File: config.mk
export PLATFORM = sky130hd
export DESIGN_NAME = sound_latch_irq
export DESIGN_NICKNAME = d
export VERILOG_FILES = /design/src/rtl/sound_latch_irq.sv
export SDC_FILE = /design/constraint.sdc
export NUM_CORES = 1
export LEC_CHECK = 0
export ABC_AREA = 1
export CAP_MARGIN = 20
export CORE_UTILIZATION = 45
export DETAILED_ROUTE_END_ITERATION = 8
export PLACE_DENSITY = 0.69
export REMOVE_ABC_BUFFERS = 1
export SYNTH_ARGS = -nofsm -noshare
export SYNTH_HDL_FRONTEND = slang
export SYNTH_SLANG_ARGS = --single-unit
File: constraint.sdc
create_clock -name clk -period 3.55 [get_ports clk]
set_clock_uncertainty 0.1 [all_clocks]
set_input_delay 1.065 -clock clk [delete_from_list [all_inputs] [get_ports clk]]
set_output_delay 1.065 -clock clk [all_outputs]
set_load 0.005 [all_outputs]
File: src/rtl/sound_latch_irq.sv
// ---------------------------------------------------------------------------
// sound_latch_irq
//
// Byte mailbox from the 68000 main CPU to the Z80 sound CPU, plus the Z80's
// periodic timer interrupt.
//
// The 68000 writes a byte into the latch. The Z80 reads it through I/O port
// 0x06, or clears it through I/O port 0x04. A free-running divider on the
// Z80 clock enable raises INT once every IRQ_DIV Z80 clocks. The Z80 drops
// that request with an interrupt-acknowledge cycle.
//
// Every strobe is edge-detected in the clk domain, so one bus cycle causes
// exactly one action however many clk cycles it lasts.
//
// Parameters
//   IRQ_DIV           z80_cen pulses per timer interrupt (2..65535)
//
// Ports
//   clk               system clock, all state changes on its rising edge
//   reset             asynchronous, active-high reset
//   z80_cen           Z80 clock enable, one clk wide per Z80 clock
//   m68k_dout[7:0]    68000 data bus low byte
//   m68k_rw           68000 R/W (1 = read)
//   m68k_lds_n        68000 lower data strobe, active low
//   sound_latch_cs    decoded 68000 sound-latch select (AS-qualified)
//   z80_rd_n          Z80 RD, active low
//   z80_wr_n          Z80 WR, active low
//   z80_m1_n          Z80 M1, active low
//   z80_iorq_n        Z80 IORQ, active low
//   z80_latch_r_cs    decoded Z80 I/O read select (port 0x06)
//   z80_latch_clr_cs  decoded Z80 I/O clear select (port 0x04)
//   latch_dout[7:0]   registered latch contents for the Z80 data-in mux
//   latch_pending     1 = byte written by the 68000 and not yet consumed
//   z80_irq_n         Z80 INT, active low, registered
// ---------------------------------------------------------------------------
module sound_latch_irq #(
  parameter int unsigned IRQ_DIV = 512
) (
  input  logic       clk,
  input  logic       reset,
  input  logic       z80_cen,
  input  logic [7:0] m68k_dout,
  input  logic       m68k_rw,
  input  logic       m68k_lds_n,
  input  logic       sound_latch_cs,
  input  logic       z80_rd_n,
  input  logic       z80_wr_n,
  input  logic       z80_m1_n,
  input  logic       z80_iorq_n,
  input  logic       z80_latch_r_cs,
  input  logic       z80_latch_clr_cs,
  output logic [7:0] latch_dout,
  output logic       latch_pending,
  output logic       z80_irq_n
);

  localparam logic [15:0] DIV_LAST = 16'(IRQ_DIV - 1);

  // Level strobes decoded from the two buses.
  logic write_strobe;
  logic read_strobe;
  logic clear_strobe;
  logic ack_strobe;

  assign write_strobe = sound_latch_cs & ~m68k_rw & ~m68k_lds_n;
  assign read_strobe  = z80_latch_r_cs & ~z80_rd_n;
  assign clear_strobe = z80_latch_clr_cs & ~z80_wr_n;
  assign ack_strobe   = ~z80_m1_n & ~z80_iorq_n;

  // Previous-cycle strobe levels. These reset to 0, so a strobe that is
  // already high in the first clk after reset counts as a fresh edge.
  logic write_q;
  logic read_q;
  logic clear_q;
  logic ack_q;

  // NOTE: state registers use non-blocking assignments, so every always_ff
  // block sees the values from before this edge, whatever order it runs in.
  always_ff @(posedge clk or posedge reset) begin
    if (reset) begin
      write_q <= 1'b0;
      read_q  <= 1'b0;
      clear_q <= 1'b0;
      ack_q   <= 1'b0;
    end else begin
      write_q <= write_strobe;
      read_q  <= read_strobe;
      clear_q <= clear_strobe;
      ack_q   <= ack_strobe;
    end
  end

  logic write_rise;
  logic read_rise;
  logic clear_rise;
  logic ack_rise;

  assign write_rise = write_strobe & ~write_q;
  assign read_rise  = read_strobe  & ~read_q;
  assign clear_rise = clear_strobe & ~clear_q;
  assign ack_rise   = ack_strobe   & ~ack_q;

  // -------------------------------------------------------------------------
  // Mailbox latch
  // -------------------------------------------------------------------------
  logic [7:0] latch_q;
  logic       pending_q;

  // The write is tested first. A 68000 write that lands in the same clk as
  // a Z80 read or clear keeps the new byte and leaves it pending, so the
  // Z80 does not lose the message. A second write simply overwrites.
  always_ff @(posedge clk or posedge reset) begin
    if (reset) begin
      latch_q   <= 8'h00;
      pending_q <= 1'b0;
    end else if (write_rise) begin
      latch_q   <= m68k_dout;
      pending_q <= 1'b1;
    end else if (clear_rise) begin
      latch_q   <= 8'h00;
      pending_q <= 1'b0;
    end else if (read_rise) begin
      pending_q <= 1'b0;
    end
  end

  assign latch_dout    = latch_q;
  assign latch_pending = pending_q;

  // -------------------------------------------------------------------------
  // Timer divider and interrupt request
  // -------------------------------------------------------------------------
  logic [15:0] tick_cnt;
  logic [15:0] tick_cnt_next;
  logic        tick_wrap;

  // NOTE: every output of a combinational block gets a default first. A path
  // that leaves an output unassigned would infer a latch.
  always_comb begin
    tick_cnt_next = tick_cnt;
    tick_wrap     = 1'b0;
    if (z80_cen) begin
      if (tick_cnt == DIV_LAST) begin
        tick_cnt_next = 16'h0000;
        tick_wrap     = 1'b1;
      end else begin
        tick_cnt_next = tick_cnt + 16'h0001;
      end
    end
  end

  always_ff @(posedge clk or posedge reset) begin
    if (reset) begin
      tick_cnt <= 16'h0000;
    end else begin
      tick_cnt <= tick_cnt_next;
    end
  end

  // The request is a single flag, so repeated wraps never stack up. A wrap
  // in the same clk as an acknowledge keeps the request set, because that
  // acknowledge was for the previous request.
  always_ff @(posedge clk or posedge reset) begin
    if (reset) begin
      z80_irq_n <= 1'b1;
    end else if (tick_wrap) begin
      z80_irq_n <= 1'b0;
    end else if (ack_rise) begin
      z80_irq_n <= 1'b1;
    end
  end

endmodule

== Word-level counts from Yosys, hierarchy flattened ==
Index checks and enable logic that the tools add are counted.
Word-level totals
  bits in registers: 30
  ROM bits: 0
  bits in writable memories: 0
  latch bits: 0
  memories kept: 0
  input bits: 20
  word-level logic and storage cells: 42
Cells by class
  equality and inequality tests: 1
  divide/modulo/power cells: 0
  shifts and indexed selects: 0
  bitwise logic cells: 19
  order comparisons: 0
  add/subtract/negate cells: 1
  reductions and logical operators: 3
  multiplexer cells: 10
  multiply operators: 0
Operators with widths (number)
  adder 16 x 1 -> 16 bit (second input constant): 1
  == test 16 x 9 -> 1 bit (second input constant): 1
  2-to-1 mux 16 bit: 1
  2-to-1 mux 8 bit: 2
  NOT 1 bit: 10
  bitwise AND 1 bit: 9
  2-to-1 mux 1 bit: 7
  nonzero test 2 bit: 2
  nonzero test 3 bit: 1

== Longest topological paths before layout ==
  depth in word-level cells: 6
  mapped depth: 8

== Least setup slack after synthesis ==
Ideal clock, no wire load.
  kind: input to register
  from: input port z80_cen
  to: register tick_cnt[11]
  arrival: 1.666 ns
  slack: 1.671 ns
  library setup time: 0.113 ns
  cell stages on the path: 6
  buffers on the path: 1
  required time: 3.337 ns
  cells stage by stage: buf_4 inv_6 nor3_1 nand3_1 nand2_1 inv_1
RTL lines
  start, declared: RTL line 41  | input logic z80_cen,
  end signal, assigned: RTL line 156  | tick_cnt <= tick_cnt_next;
  end, declared: RTL line 133  | logic [15:0] tick_cnt;

== Worst setup path after layout ==
  from: register z80_irq_n
  to: output port z80_irq_n
RTL lines
  start, declared: RTL line 54  | output logic z80_irq_n
  start signal, assigned: RTL line 165  | z80_irq_n <= 1'b1;
  start signal, assigned: RTL line 167  | z80_irq_n <= 1'b0;
  start signal, assigned: RTL line 169  | z80_irq_n <= 1'b1;
No word-level cell between the ends.

==> impl_metrics.yaml <==
global_route:
  globalRouteOverflowTotal: 0
  antenna_violations_before_repair: 0
  number_of_global_route_vias_before_repair: 1332
  globalRouteTotalUtil_pct: 21.28
  largest_net_degree_at_the_start_of_global_routing: 31
  grt_first_pass_wirelength_mm: 5.706
clock_network:
  cts_max_path_buffers: 2
  clkSinkCount: 30
  cts_setup_buffers: 0
  cts_repair_resize_count: 0
  reg_clk_slew_reported_paths_ns: 0.10
  worstSkewPairLatency_ns: 0.33
  cts-hold-fix-buffers: 0
  cts_root_buffer: "sky130_fd_sc_hd__clkbuf_4"
  tritoncts_clock_tree: "yes"
  clock_tree.htree_level_count: 2
  numCtsBuffers: 5
setup_path:
  cp_data_required_time_ns: 2.38
  cp.buffers_inverters: 1
  type_of_element_capturing_the_critical_path: "output pin"
  worstPathCellList: "clkdlybuf4s50_1"
  cpLargestDelayFamily: "flip-flops"
  cp.arrival_ns: 1.37
  critical_path_peak_fanout: 2
  worstSetupPathType: "flip-flop to output pin"
  timing.critical_path.from_type: "flip-flop"
  timing.critical_path.from: "z80_irq_n$_DFFE_PP1P_"
  timing.reg2reg.setup_slack_ns: 2.01
  cpMaxStageDelayCell: "sky130_fd_sc_hd__dfstp_2"
  crit_path_max_incr_delay_ns: 0.54
  startpoint_of_the_most_critical_register_to_register_path: "tick_cnt[0]$_DFFE_PP0P_"
routing:
  met3WireLength_um: 98
  route.top_layer_used: "met4"
  wl_per_cell_um: 11.73
  detail_route.drc_violations: 0
  route.antenna.remaining_nets: 0
  wire_length_after_detailed_routing_mm: 3.248
  via_per_inst: 4.834
  vias_after_detailed_routing: 1339
  routedLengthMet1_mm: 1.463
  routed-wl-met2_mm: 1.643
  drtPass1Iterations: 4
  drtIter0Drc: 33
synthesis:
  post-synth-top-area-cell: "sky130_fd_sc_hd__dfrtp_1"
  synth_sequential_area_ratio_pct: 48.55
  synth_adder_area_share_pct: 0.8078
  postSynthAreaPerCell_um2: 7.903
  yosys-top-cells-area: "sky130_fd_sc_hd__dfrtp_1 (47%), sky130_fd_sc_hd__nand2_1 (12%), sky130_fd_sc_hd__nand3_1 (8.1%)"
  ys_ff_latch: 30
  synth-compound-area-share_pct: 2.262
  synth_mux_area_share_pct: 0
  ys.warnings.count: 0
  synth_top_area_share_pct: 46.85
  syn-cell-area_um2: 1549
  synth.lib_cells_used.distinct: 27
  yosys.area_share.xor_xnor_pct: 2.827
  synthesis.instances: 196
  dominant_combinational_cell_family_by_area_after_synthesis: "simple AND/OR/NAND/NOR gates"
  simple_gate_fraction_of_synth_area_pct: 36.75
flow_run:
  cap_viol_max_count: 0
finish:
  area_delta_synth_final_pct: 26.17
  nets: 253
  layout.filler_cells: 323
  mostFrequentLayoutCells: "sky130_fd_sc_hd__nand2_1 (48), sky130_fd_sc_hd__inv_1 (29), sky130_fd_sc_hd__dfrtp_1 (29), sky130_fd_sc_hd__clkdlybuf4s50_1 (29), sky130_fd_sc_hd__nor2_1 (28)"
  ratio_of_cells_with_drive_above_1_in_the_final_layout_pct: 10.73
  layout.cell_area.non_filler_um2: 1954
  layout_commonest_cell: "sky130_fd_sc_hd__nand2_1"
  utilization_pct: 61.98
  antennaDiodeCount: 0
timing:
  final.setup.tns_ns: 0
  finalHoldViolations: 0
  setup_violations: 0
  timing.final.max_slew_violations: 0
  max_slew_margin_pct: 69.83
  min_period_ns: 2.534
  fmaxAchievable_ghz: 0.3946
  min_period_over_period_pct: 71.38
  max_slew.worst_pin.slew_ns: 0.4520
  rsz0062_at_grt: "no"
hold_path:
  timing.hold.worst.start: "tick_cnt[14]$_DFFE_PP0P_"
  hold_path.class: "flip-flop to flip-flop"
floorplan:
  floorplan.core_area_um2: 3153
  boundaryPins: 30
  initial_utilization_pct: 49.13
  die-area_um2: 3681
  rows: 20
  dieWidth_um: 60.67
  chipHeight_um: 60.67
placement:
  place.detailed.hpwl_mm: 2.449
  dpl_cell_area_um2: 1894
  place.port_buffers: 29
  finalWeightedCongestion: 0.9038
power_and_ir_drop:
  power_density_nw_per_um2: 471.3
  ir_worst_vdd_mv: 0.2766
  cellLeakagePower_nw: 0.9982
status:
  outcome: "finished clean"
final cells by class:
type                            instances  area [um^2]  share of cell area (%)
Multi-Input combinational cell        132        660.6                   33.80
Timing Repair Buffer                   30        297.8                   15.24
Sequential cell                        30        752.0                   38.48
Inverter                               33        128.9                   6.594
Clock inverter                          1        5.005                  0.2561
Clock buffer                            7        55.05                   2.817
Tap cell                               44        55.05                   2.817
per-stage QoR:
| stage | hold slack [ns] | worst slack, ns | instances | total power (W) |
|---|---|---|---|---|
| after CTS | 0.4003 | 1.000 | 277 | 0.0009293 |
| after global routing | 0.4034 | 0.9863 | 277 | 0.0009928 |
| after detailed placement | 0.3841 | 0.9533 | 269 | 0.0007094 |
| after global placement | 0.3585 | 0.9879 | 269 | 0.0007036 |
| after floorplan | 0.3416 | 1.672 | 195 | 0.0006183 |
| final | 0.3888 | 1.016 | 277 | 0.0009211 |
metal layers:
metal  global-route usage, %  up-vias
met5                       0        -
met4                   7.143        0
met3                   3.838        6
met2                   37.99       26
met1                   25.89      631
li1                        -      676
cell families after synthesis:
group / Yosys count
DFF: 30
and+or+nand+nor: 120
adders and majority gates: 1
xor gates and xnor gates: 5
AOI/OAI and AO/OA: 6
buffers and inverters: 34
worst paths after layout:
check	endpoint	depth (start not counted)
setup / recovery	z80_irq_n	1
hold / removal	tick_cnt[14]$_DFFE_PP0P_	1
setup reg to reg	tick_cnt[9]$_DFFE_PP0P_	8
hold reg to reg	tick_cnt[14]$_DFFE_PP0P_	1
max in group asynchronous	z80_irq_n$_DFFE_PP1P_	3
min in group asynchronous	tick_cnt[0]$_DFFE_PP0P_	3
cells in the mapped netlist (all sizes together):
cell	number
a21oi	1
and2	1
buf	1
clkinv	1
dfrtp	29
dfstp	1
ha	1
inv	32
nand2	52
nand3	27
nand4	2
nor2	33
nor3	4
nor3b	1
o21ai	3
o21bai	2
xnor2	1
xor2	4
flip-flops by register name, summed over array words and instances (netlist names):
| signal | cells |
|---|---|
| read_q | 1 |
| ack_q | 1 |
| z80_irq_n | 1 |
| clear_q | 1 |
| tick_cnt | 16 |
| write_q | 1 |
| latch_pending | 1 |
| latch_dout | 8 |
report_power, final:
group / total [W] / leakage [nW] / switching, W / internal, W
Clock: 0.000216 / 0.0353 / 0.000120 / 0.0000959
Combinational: 0.000247 / 0.602 / 0.000140 / 0.000106
Sequential: 0.000459 / 0.361 / 0.0000596 / 0.000399
Total: 0.000921 / 0.998 / 0.000320 / 0.000601
Note: power is estimated with default switching activity, not from simulation.
